<file path="config.mk">
export PLATFORM = sky130hd
export DESIGN_NAME = ctrl_sequencer
export DESIGN_NICKNAME = d
export VERILOG_FILES = /design/src/rtl/cpu_pkg.sv /design/src/rtl/instr_decode.sv /design/src/rtl/ctrl_sequencer.sv
export SDC_FILE = /design/constraint.sdc
export NUM_CORES = 1
export LEC_CHECK = 0
export BUFFER_PORTS_ARGS = -buffer_cell sky130_fd_sc_hd__buf_2
export CAP_MARGIN = 20
export CORE_ASPECT_RATIO = 0.75
export CORE_MARGIN = 2
export CORE_UTILIZATION = 58
export DETAILED_ROUTE_END_ITERATION = 8
export PLACE_DENSITY = 0.84
export SLEW_MARGIN = 20
export SYNTH_ARGS = -nofsm -noshare
export SYNTH_HDL_FRONTEND = slang
export SYNTH_SLANG_ARGS = --single-unit
</file>
<file path="constraint.sdc">
create_clock -name clk -period 3.8 [get_ports clk]
set_input_delay 0.38 -clock clk [delete_from_list [all_inputs] [get_ports clk]]
set_output_delay 0.38 -clock clk [all_outputs]
set_load 0.005 [all_outputs]
</file>
<file path="src/rtl/cpu_pkg.sv">
// Shared encodings for the 16-bit, 8-register CPU: opcodes, ALU codes,
// sequencer states and the decoded-instruction record.
package cpu_pkg;

  localparam int DW  = 16;
  localparam int RSW = 3;
  localparam logic [RSW-1:0] PC_REG = 3'b111;

  localparam logic [3:0] OP_ADD  = 4'h0;
  localparam logic [3:0] OP_SUB  = 4'h1;
  localparam logic [3:0] OP_AND  = 4'h2;
  localparam logic [3:0] OP_OR   = 4'h3;
  localparam logic [3:0] OP_ADDI = 4'h4;
  localparam logic [3:0] OP_LDI  = 4'h5;
  localparam logic [3:0] OP_LD   = 4'h6;
  localparam logic [3:0] OP_ST   = 4'h7;
  localparam logic [3:0] OP_BEQ  = 4'h8;
  localparam logic [3:0] OP_JMP  = 4'h9;
  localparam logic [3:0] OP_HALT = 4'hF;

  localparam logic [2:0] ALU_ADD   = 3'd0;
  localparam logic [2:0] ALU_SUB   = 3'd1;
  localparam logic [2:0] ALU_AND   = 3'd2;
  localparam logic [2:0] ALU_OR    = 3'd3;
  localparam logic [2:0] ALU_PASSB = 3'd4;

  typedef enum logic [3:0] {
    C_ALU, C_ADDI, C_LDI, C_LD, C_ST, C_BEQ, C_JMP, C_HALT, C_NOP
  } instr_cls_e;

  typedef enum logic [2:0] {
    S_FETCH, S_DECODE, S_EXEC, S_MEM, S_BR, S_BRWB, S_WB, S_HALT
  } state_e;

  typedef struct packed {
    instr_cls_e      cls;
    logic [RSW-1:0]  rd;
    logic [RSW-1:0]  rs0;
    logic [RSW-1:0]  rs1;
    logic [DW-1:0]   imm;
    logic [2:0]      alu_op;
  } dec_t;

  function automatic logic [DW-1:0] sext6(input logic [5:0] v);
    return {{(DW-6){v[5]}}, v};
  endfunction

  function automatic logic [DW-1:0] sext9(input logic [8:0] v);
    return {{(DW-9){v[8]}}, v};
  endfunction

endpackage

</file>
<file path="src/rtl/instr_decode.sv">
// Combinational instruction decoder: IR -> class, register fields,
// sign-extended immediate and ALU operation.
module instr_decode
  import cpu_pkg::*;
(
  input  logic [DW-1:0] ir,
  output dec_t          dec
);

  always_comb begin
    dec        = '0;
    dec.cls    = C_NOP;
    dec.rd     = ir[11:9];
    dec.rs0    = ir[8:6];
    dec.rs1    = ir[5:3];
    dec.alu_op = ALU_ADD;
    unique case (ir[15:12])
      OP_ADD:  dec.cls = C_ALU;
      OP_SUB:  begin dec.cls = C_ALU; dec.alu_op = ALU_SUB; end
      OP_AND:  begin dec.cls = C_ALU; dec.alu_op = ALU_AND; end
      OP_OR:   begin dec.cls = C_ALU; dec.alu_op = ALU_OR;  end
      OP_ADDI: begin dec.cls = C_ADDI; dec.imm = sext6(ir[5:0]); end
      OP_LDI:  begin dec.cls = C_LDI; dec.imm = sext9(ir[8:0]); dec.alu_op = ALU_PASSB; end
      OP_LD:   begin dec.cls = C_LD;  dec.imm = sext6(ir[5:0]); end
      OP_ST:   begin dec.cls = C_ST;  dec.imm = sext6(ir[5:0]); end
      // The branch compare is a SUB of rs0 and rd; the target add happens in BR.
      OP_BEQ:  begin dec.cls = C_BEQ; dec.imm = sext6(ir[5:0]); dec.alu_op = ALU_SUB; end
      OP_JMP:  begin dec.cls = C_JMP; dec.imm = sext9(ir[8:0]); end
      OP_HALT: dec.cls = C_HALT;
      default: dec.cls = C_NOP;
    endcase
  end

endmodule

</file>
<file path="src/rtl/ctrl_sequencer.sv">
// Multi-cycle fetch/decode/execute sequencer. Every control is registered
// on posedge so it is settled before the register file's negedge sample.
module ctrl_sequencer
  import cpu_pkg::*;
(
  input  logic           clk,
  input  logic           reset,
  input  logic [DW-1:0]  mem_rdata,
  input  logic           mem_ack,
  input  logic           alu_zero,
  output logic           mem_req,
  output logic           mem_we,
  output logic           mem_addr_sel,
  output logic [RSW-1:0] regr0s,
  output logic [RSW-1:0] regr1s,
  output logic [RSW-1:0] regws,
  output logic           we,
  output logic           incr_pc,
  output logic [2:0]     alu_op,
  output logic           alu_bsel,
  output logic [DW-1:0]  imm,
  output logic           wb_sel,
  output logic           halted
);

  state_e        state;
  logic [DW-1:0] ir;
  logic [DW-1:0] dec_in;
  dec_t          d;
  logic          wr_ok;
  logic          use_imm;

  // Decode the incoming word while fetching so DECODE-cycle selects are ready on entry.
  assign dec_in = (state == S_FETCH) ? mem_rdata : ir;

  instr_decode u_dec (
    .ir  (dec_in),
    .dec (d)
  );

  // R0 is hardwired and R7 is only writable through the branch path.
  assign wr_ok = ((d.cls == C_ALU) || (d.cls == C_ADDI) || (d.cls == C_LDI) ||
                  (d.cls == C_LD)) && (d.rd != '0) && (d.rd != PC_REG);
  assign use_imm = (d.cls == C_ADDI) || (d.cls == C_LDI) || (d.cls == C_LD) ||
                   (d.cls == C_ST) || (d.cls == C_JMP);

  always_ff @(posedge clk or posedge reset) begin
    if (reset) begin
      state        <= S_FETCH;
      ir           <= '0;
      mem_req      <= 1'b0;
      mem_we       <= 1'b0;
      mem_addr_sel <= 1'b0;
      regr0s       <= '0;
      regr1s       <= '0;
      regws        <= '0;
      we           <= 1'b0;
      incr_pc      <= 1'b0;
      alu_op       <= '0;
      alu_bsel     <= 1'b0;
      imm          <= '0;
      wb_sel       <= 1'b0;
      halted       <= 1'b0;
    end else begin
      we      <= 1'b0;
      incr_pc <= 1'b0;
      unique case (state)
        S_FETCH: begin
          if (mem_req && mem_ack) begin
            ir      <= mem_rdata;
            mem_req <= 1'b0;
            regr0s  <= ((d.cls == C_BEQ) || (d.cls == C_JMP)) ? PC_REG : d.rs0;
            regr1s  <= ((d.cls == C_ST) || (d.cls == C_BEQ)) ? d.rd : d.rs1;
            imm     <= d.imm;
            state   <= S_DECODE;
          end else begin
            mem_req      <= 1'b1;
            mem_we       <= 1'b0;
            mem_addr_sel <= 1'b0;
            regr0s       <= PC_REG;
          end
        end
        S_DECODE: begin
          alu_op   <= d.alu_op;
          alu_bsel <= use_imm;
          if (d.cls == C_BEQ) regr0s <= d.rs0;
          state <= S_EXEC;
        end
        S_EXEC: begin
          if ((d.cls == C_LD) || (d.cls == C_ST)) begin
            mem_req      <= 1'b1;
            mem_addr_sel <= 1'b1;
            mem_we       <= (d.cls == C_ST);
            state        <= S_MEM;
          end else if ((d.cls == C_JMP) || ((d.cls == C_BEQ) && alu_zero)) begin
            regr0s   <= PC_REG;
            alu_op   <= ALU_ADD;
            alu_bsel <= 1'b1;
            state    <= S_BR;
          end else if (d.cls == C_HALT) begin
            mem_req      <= 1'b0;
            mem_we       <= 1'b0;
            mem_addr_sel <= 1'b0;
            regr0s       <= '0;
            regr1s       <= '0;
            regws        <= '0;
            alu_op       <= '0;
            alu_bsel     <= 1'b0;
            imm          <= '0;
            wb_sel       <= 1'b0;
            halted       <= 1'b1;
            state        <= S_HALT;
          end else begin
            we      <= wr_ok;
            regws   <= d.rd;
            wb_sel  <= 1'b0;
            incr_pc <= 1'b1;
            state   <= S_WB;
          end
        end
        S_MEM: begin
          if (mem_ack) begin
            mem_req      <= 1'b0;
            mem_we       <= 1'b0;
            mem_addr_sel <= 1'b0;
            we           <= wr_ok;
            regws        <= d.rd;
            wb_sel       <= (d.cls == C_LD);
            incr_pc      <= 1'b1;
            state        <= S_WB;
          end
        end
        S_BR: begin
          we     <= 1'b1;
          regws  <= PC_REG;
          wb_sel <= 1'b0;
          state  <= S_BRWB;
        end
        S_BRWB, S_WB: begin
          mem_req      <= 1'b1;
          mem_addr_sel <= 1'b0;
          regr0s       <= PC_REG;
          wb_sel       <= 1'b0;
          state        <= S_FETCH;
        end
        S_HALT: state <= S_HALT;
        default: state <= S_FETCH;
      endcase
    end
  end

endmodule
</file>
==> flow_summary.toml, run 1 <==
[clocking]
cts-resized-gates = 0
hold_buffers = 0
cts_inserted_buffers = 5
clock_latency_ps = 290
cts_root_buf = "clkbuf_8"
cts.clk_slew.worst_paths_ps = 80
cts_tree = "done"
clock_path_buffers = 2
postCtsSetupBuffers = 0
clock_sinks = 42
cts_max_level = 2

[sta]
rsz0062_at_grt = "no"
relSlewSlack_pct = 39.8
skew_ps = 5.29
fmax_mhz = 337
finalHoldViolations = 0
worst_slack_ps = 832
final-setup-viol-count = 0
drv_slew = 0
worst_pin_slew_ps = 898
period_needed_ps = 2970
fin_crit_sh_pct = 78.1
fin_tns_setup_ps = 0

[finish]
fin_nets = 364
utilization_pct = 69.6
synthToLayoutAreaGrowth_pct = 11.8
drive_gt1_share_pct = 23.0
final_cells = 398
diodes = 0

[setup_path]
crit_top_cell = "o21ai_0"
crit_arrival_ps = 3170
crit_chain = "nor3_2 > nand2_1 > a21oi_1 > o21ai_0 > o21ai_0"
crit_slowest_cell = "nor3_2"
critPathCaptureType = "flop"
max_stage_delay_ps = 840
cp.required_ps = 4000
start_kind = "flop"
critPathMaxFanout = 25
crit_type = "reg2reg"
rrSetupSlack_ps = 830

[run_status]
outcome = "complete, no violations"

[synthesis]
yosysTopAreaCell = "dfrtp_1"
yosys_warnings = 0
ys_ff_latch = 42
async_flop_share_pct = 100
ys_seq_area_share_pct = 40.6
synth.most_common_cell = "nand2_1"
ys_types = 54
synth.net_count = 326
netlist.area_leader.share_pct = 40.6
synth_top_cells_by_area = "dfrtp_1, nand2_1, o21ai_0"
synthFlopType = "dfrtp_1"
ys_top_cells_by_count = "nand2_1, dfrtp_1, o21ai_0"
synth_edf_count = 0
syn_inst = 306
syn_area_um2 = 2590
syn_avg_cell_area_um2 = 8.45

[worst_hold_path]
hold_class = "in2async"

[placed_design]
io_buffers = 55
place_hpwl_mm = 4.92
dp_slack_ps = 943
gp_congestion = 0.942
dp_cells = 392

[die]
fp.dieW_um = 81.1
rows = 20
core_um2 = 4150
start_util_pct = 62.3
ios = 56
die_h_um = 61.8
die_area_um2 = 5010

[detailed_routing]
wl_mm = 6.63
highest_layer = "met4"
routed-via-count = 2469
wl_met1_mm = 2.94
vias_per_cell = 6.20
firstDrtPassIters = 5
ant_nets = 0
post_drt_wl_per_cell_um = 16.7
dr_wl_met3_um = 723
wl_met2_mm = 2.88
drtIter0Drc = 330
drc_errors = 0

[grt]
grt_usage_pct = 28.0
grt_overflow = 0
antenna_found_initial = 0
grt_pass1_vias = 2086
grt_max_degree = 43
grt_pass1_wl_mm = 10.5

[power_and_ir_drop]
p_per_area_nw_per_um2 = 266
irDropWorstVdd_mv = 0.192
p_leak_uw = 0.00149
total_power_uw = 769

[flow_run]
maxCapViolCount = 0
-- metrics by stage --
stage	hold slack [ps]	area (µm²)
floorplan	454	2590
global placement	449	2810
detailed placement	452	2810
CTS	234	2890
global route	265	2890
finish	211	2890
-- final timing paths --
| path | startpoint | depth (start not counted) | to |
|---|---|---|---|
| setup / recovery | state[2]$_DFFE_PP0P_ | 5 | imm[7]$_DFFE_PP0P_ |
| hold / removal | reset | 3 | mem_we$_DFFE_PP0P_ |
| setup reg to reg | state[2]$_DFFE_PP0P_ | 5 | imm[7]$_DFFE_PP0P_ |
| hold reg to reg | imm[1]$_DFFE_PP0P_ | 2 | imm[1]$_DFFE_PP0P_ |
| max in group asynchronous | reset | 3 | regr0s[1]$_DFFE_PP0P_ |
| min in group clk | mem_rdata[6] | 3 | ir[6]$_DFFE_PP0P_ |
-- layout by cell type, fill, tap and decap left out, types with 4 or more instances in the layout --
| master | count |
|---|---|
| nor3_1 | 4 |
| a32o_1 | 4 |
| nor2_1 | 16 |
| buf_2 | 55 |
| buf_4 | 4 |
| o21ai_0 | 23 |
| dfrtp_1 | 42 |
| a22o_1 | 4 |
| inv_1 | 10 |
| nor2b_1 | 8 |
| nand3_1 | 11 |
| nand2b_1 | 7 |
| a21oi_1 | 12 |
| nand2_1 | 63 |
| clkbuf_8 | 6 |
| or3_1 | 5 |
| mux2i_1 | 9 |
-- sequential cells by signal, indices dropped and copies added (netlist names) --
register	count
regws	3
regr0s	3
wb_sel	1
ir	10
imm	9
mem_req	1
alu_bsel	1
mem_we	1
state	3
halted	1
alu_op	3
we	1
regr1s	3
incr_pc	1
mem_addr_sel	1
-- per-layer routing --
| layer | vias to the layer above | global-route usage [%] |
|---|---|---|
| met4 | 0 | 6.54 |
| met3 | 16 | 5.92 |
| met1 | 1135 | 42.9 |
| met2 | 164 | 41.0 |
| met5 | - | 0 |
| li1 | 1154 | - |
-- power by group --
group	switching [µW]	internal (µW)	leakage [µW]
registers	0.216	447	0.000545
logic	27.6	14.4	0.000902
clock network	140	140	0.0000431
-- layout make-up --
cell class,instances,area [µm²]
clock buffer,6,82.6
multi-input combinational,226,1350
inverter,10,37.5
fill,346,1260
tap,55,68.8
sequential,42,1050
timing repair buffer,59,305
-- kinds of logic after synthesis --
family	count (synthesis)	share of synthesized area [%]
buf+inv	38	7.35
simple gates	136	25.6
xor+xnor	1	0.339
flops	42	40.6
compound gates	76	20.4
mux	13	5.66
-- worst max-delay path, delay by kind of cell, from the launching register on --
kind / cells / cell delay (ps)
flip-flops: 1 / 630
AND/OR/NAND/NOR: 2 / 1330
AO/OA/AOI/OAI: 3 / 910
(Power assumes the default switching activity.)
==> run 2, diff against run 1 <==
Settings changed: ABC_AREA set to 1, CORE_UTILIZATION 58 to 55, PLACE_DENSITY 0.84 to 0.8.
Clock period 3.8 ns to 3.1 ns, I/O delays scaled along.
==> run 2 against run 1 <==
Against the previous run: combinational power rose to 55 times the previous value; die area is 15% higher; final cell count rose by 26%; via count increased by 9.8%; non-clock buffer count stayed put; core utilization shrank 4.9 points; worst setup slack improved by 170 ps; wire length is 3.9% higher; design area rose by 11%; fmax increased by 42%; sequential power rose by 130%.
==> flow_summary.toml, run 2 <==
[clocking]
postCtsSetupBuffers = 0
cts_root_buf = "clkbuf_8"
clock_path_buffers = 2
cts_tree = "done"
cts_max_level = 2
clock_latency_ps = 310
cts.clk_slew.worst_paths_ps = 90
cts-resized-gates = 0
cts_inserted_buffers = 5
hold_buffers = 0
clock_sinks = 48

[detailed_routing]
drc_errors = 0
routed-via-count = 2711
drtIter0Drc = 236
firstDrtPassIters = 5
wl_mm = 6.89
vias_per_cell = 5.39
ant_nets = 0
post_drt_wl_per_cell_um = 13.7

[synthesis]
ys_types = 31
ys_top_cells_by_count = "nand2_1, dfrtp_1, inv_1"
ys_seq_area_share_pct = 42.0
synth.most_common_cell = "nand2_1"
synthFlopType = "dfrtp_1"
synth_top_cells_by_area = "dfrtp_1, nand2_1, nand3_1"
syn_area_um2 = 2860
synth.net_count = 413
netlist.area_leader.share_pct = 42.0
synth_edf_count = 0
yosysTopAreaCell = "dfrtp_1"
syn_avg_cell_area_um2 = 7.27
ys_ff_latch = 48
async_flop_share_pct = 100
yosys_warnings = 0
syn_inst = 393

[die]
ios = 56
core_um2 = 4950
die_area_um2 = 5790
start_util_pct = 57.7
fp.dieW_um = 87.2
rows = 22
die_h_um = 66.4

[setup_path]
critical-path-top-delay-family = "simple AND/OR/NAND/NOR gates"
rrSetupSlack_ps = 1010
reg2reg_to = "imm[14]$_DFFE_PP0P_"
crit_arrival_ps = 2350
rr_worst_depth = 10
cp.required_ps = 3350
critPathCaptureType = "flop"
crit_slowest_cell = "dfrtp_1"
crit_top_cell = "nand3_1"
max_stage_delay_ps = 480
start_kind = "flop"
r2r-start = "state[2]$_DFFE_PP0P_"
critPathMaxFanout = 13
crit_type = "reg2reg"
crit_chain = "nor2_4 > buf_4 > nand3_1 > nand2_2 > inv_2 > nor2_2 > nand2_4 > a21oi_2 > nand3_1 > nand2_1"
crit_buf_inv = 2

[power_and_ir_drop]
p_per_area_nw_per_um2 = 1170
total_power_uw = 3750
irDropWorstVdd_mv = 0.505
p_leak_uw = 0.00186

[sta]
final-setup-viol-count = 0
rsz0062_at_grt = "no"
skew_ps = 5.96
relSlewSlack_pct = 45.9
fin_crit_sh_pct = 67.5
whs_ps = 120
fmax_mhz = 478
worst_pin_slew_ps = 810
finalHoldViolations = 0
fin_tns_setup_ps = 0
worst_slack_ps = 1010
drv_slew = 0
period_needed_ps = 2090

[grt]
grt_max_degree = 49
grt_pass1_vias = 2513
grt_overflow = 0
grt_pass1_wl_mm = 11.7
grt_usage_pct = 25.9
antenna_found_initial = 0

[run_status]
outcome = "complete, no violations"

[finish]
synthToLayoutAreaGrowth_pct = 12.1
regMostFlops = "ir"
final_common_cell = "nand2_1"
reg_top3 = "ir (16), imm (9)"
diodes = 0
mostFrequentLayoutCells = "nand2_1, buf_2, dfrtp_1"
fin_nets = 462
final_cells = 503
drive_gt1_share_pct = 23.9
largest_reg_flops = 16

[placed_design]
gp_congestion = 0.930
io_buffers = 55
place_hpwl_mm = 5.22
dp_slack_ps = 1060
dp_cells = 495

[worst_hold_path]
hold_class = "in2async"

[flow_run]
maxCapViolCount = 0
run 2: how the worst max path moves through the flow:
stage	from	to	cells past startpoint
2_1_floorplan	state[2]$_DFFE_PP0P_	regr1s[2]$_DFFE_PP0P_	12
3_3_place_gp	state[2]$_DFFE_PP0P_	imm[6]$_DFFE_PP0P_	12
3_5_place_dp	state[2]$_DFFE_PP0P_	regr1s[1]$_DFFE_PP0P_	11
4_1_cts	state[1]$_DFFE_PP0P_	mem_we$_DFFE_PP0P_	9
5_1_grt	state[1]$_DFFE_PP0P_	mem_we$_DFFE_PP0P_	9
6_report	state[2]$_DFFE_PP0P_	imm[14]$_DFFE_PP0P_	10
run 2: final cells by class:
cell class	instances	area (µm²)
well taps	60	75.1
inverters	45	170
multi-input cells	283	1360
clock inverters	2	10.0
repair buffers	59	305
clock buffers	6	82.6
fillers	486	1750
flip-flops and latches	48	1200
run 2: logic make-up (layout without fill, tap and decap cells):
logic type | count (synthesis) | after routing | synth area share, %
compound gates | 47 | 47 | 9.20
buf+inv | 62 | 112 | 10.4
flops | 48 | 48 | 42.0
simple gates | 236 | 236 | 38.4
run 2: per-layer routing:
layer  track usage [%]  up-vias  part of all wire [%]
li1                  -     1331                     -
met1              39.0     1243                    48
met2              38.4      124                    43
met3              4.37       13                   6.9
met4              7.31        0                   1.5
met5                 0        -                     0
run 2: stage by stage:
step | util (%) | instance area [µm²]
floorplan | - | 2860
global placement | 62.8 | 3110
detailed placement | 62.8 | 3110
global route | 64.6 | 3200
CTS | 64.6 | 3200
finish | 64.6 | 3200
run 2: power breakdown:
group          leakage, µW  switching, µW  internal, µW
registers         0.000611            149           887
logic              0.00119           1550           771
clock network    0.0000510            215           178
total              0.00186           1910          1840
==> run 3, diff against run 2 <==
Clock period 3.1 ns to 2 ns, I/O delays scaled along.
==> run 3 against run 2 <==
Against the previous run: final cell count rose by 2.2%; first-iteration DRC count up 51%; worst hold slack worse by 16 ps; clock skew increased by 3.7 ps; wire length increased by 5.0%; sequential share of layout area shrank 1.8 points; register-to-register slack got worse by 900 ps; critical path depth is 1 higher; core utilization up 3.3 points; die area unchanged; largest power group unchanged.
==> flow_summary.toml, run 3 (synthesis results as in run 2) <==
[finish]
largest_reg_flops = 16
final_cells = 514
final_common_cell = "nand2_1"
regArea_um2 = 1200
mostFrequentLayoutCells = "nand2_1, buf_2, dfrtp_1"
diodes = 0
reg_top3 = "ir (16), imm (9)"
synthToLayoutAreaGrowth_pct = 17.9
multi_input_area_um2 = 1400
nFillCells = 450
fin_nets = 473
drive_gt1_share_pct = 26.0
regMostFlops = "ir"

[clocking]
cts_tree = "done"
cts_root_buf = "clkbuf_8"
cts_inserted_buffers = 5
clock_latency_ps = 310
cts.clk_slew.worst_paths_ps = 90
cts_max_level = 2
clock_sinks = 48
clock_path_buffers = 2

[setup_path]
crit_slowest_cell = "dfrtp_2"
crit_arrival_ps = 2150
rr_worst_depth = 11
cp.required_ps = 2260
rrSetupSlack_ps = 110
crit_chain = "nor2_4 > buf_12 > nand3_1 > nand2_2 > buf_4 > nand2_1 > a21oi_2 > inv_1 > o21ai_0 > nand2_1 > nand2_1"
start_kind = "flop"
reg2reg_to = "imm[7]$_DFFE_PP0P_"
critPathCaptureType = "flop"
crit_top_cell = "nand2_1"
crit_type = "reg2reg"
r2r-start = "state[2]$_DFFE_PP0P_"
max_stage_delay_ps = 460
critPathMaxFanout = 14

[placed_design]
gp_congestion = 0.968
dp_slack_ps = 76.0
dp_cells = 503
io_buffers = 55
place_hpwl_mm = 5.44

[die]
fp.dieW_um = 87.2
core_um2 = 4950
die_h_um = 66.4
die_area_um2 = 5790
start_util_pct = 57.7
ios = 56
rows = 22

[flow_run]
maxCapViolCount = 0

[detailed_routing]
drtIter0Drc = 356
ant_nets = 0
post_drt_wl_per_cell_um = 14.1
firstDrtPassIters = 5
routed-via-count = 2751
drc_errors = 0
vias_per_cell = 5.35
wl_mm = 7.23

[power_and_ir_drop]
total_power_uw = 6240
irDropWorstVdd_mv = 0.942
p_per_area_nw_per_um2 = 1850
p_leak_uw = 0.00193

[grt]
use_met3_pct = 5.37
grt_usage_pct = 26.7
grtUsageMet2_pct = 38.4
grt_pass1_wl_mm = 11.8
grt_pass1_vias = 2542
grt_max_degree = 26
grt_use_met1_pct = 39.8
grt_overflow = 0
antenna_found_initial = 0
busiest_layer = "met1"

[sta]
fin_tns_setup_ps = 0
skew_ps = 9.64
period_needed_ps = 1890
relSlewSlack_pct = 62.8
fin_crit_sh_pct = 94.7
worst_pin_slew_ps = 557
worst_slack_ps = 107
drv_slew = 0
finalHoldViolations = 0
fmax_mhz = 528
whs_ps = 104
final-setup-viol-count = 0

[worst_hold_path]
whs_endpoint = "ir[1]$_DFFE_PP0P_"
hold_class = "in2reg"
min_from = "mem_rdata[1]"
holdPathStages = 3

[run_status]
outcome = "complete, no violations"
run 3: cell count changes in the layout (fill, tap and decap cells not counted), moves of 2 or more:
cell,before,now
buf_12,0,2
buf_4,4,11
clkinv_2,3,1
nand2_2,14,12
nand2_4,5,7
run 3: worst max path at each step:
| stage | endpoint | from | cells after the start |
|---|---|---|---|
| final | imm[7]$_DFFE_PP0P_ | state[2]$_DFFE_PP0P_ | 11 |
| after global routing | alu_op[2]$_DFFE_PP0P_ | state[2]$_DFFE_PP0P_ | 13 |
| after CTS | imm[6]$_DFFE_PP0P_ | state[2]$_DFFE_PP0P_ | 12 |
| after detailed placement | imm[7]$_DFFE_PP0P_ | state[2]$_DFFE_PP0P_ | 12 |
| after global placement | regws[0]$_DFFE_PP0P_ | state[2]$_DFFE_PP0P_ | 11 |
| after floorplan | regr1s[2]$_DFFE_PP0P_ | state[2]$_DFFE_PP0P_ | 12 |
run 3: area by class of cell:
cell class	instances	area share (%)
Tap cell	60	2.23
Timing Repair Buffer	69	12.1
Sequential cell	48	35.7
Inverter	45	5.01
Clock inverter	3	1.26
Clock buffer	5	2.04
Multi-Input combinational cell	284	41.6
run 3: critical path: cells and delay by family, from the launching register on:
family,cells,cell delay [ps]
compound gates,2,380
buf+inv,3,370
flops,1,460
simple gates,6,650
run 3: through the flow:
step / area (µm²) / utilization (%)
2_1_floorplan: 2860 / -
3_3_place_gp: 3180 / 64.2
3_5_place_dp: 3180 / 64.2
4_1_cts: 3300 / 66.7
5_1_grt: 3370 / 68.0
6_report: 3370 / 68.0
run 3: power by group:
group	internal [µW]	switching [µW]
registers	1380	227
clock network	370	338
logic	1380	2550
run 3: what timing repair did:
item	in CTS	in global routing
buffers inserted	0	1
endpoints found under the hold margin	24	0
hold buffers	1	0
setup endpoints to repair	0	25
resized for setup	0	11
run 3: per-layer routing:
metal / wire (µm) / share of wire, % / vias up
met5: 0 / 0 / -
met1: 3460 / 48 / 1256
met4: 156 / 2.2 / 0
met2: 3120 / 43 / 114
li1: - / - / 1362
met3: 493 / 6.8 / 19
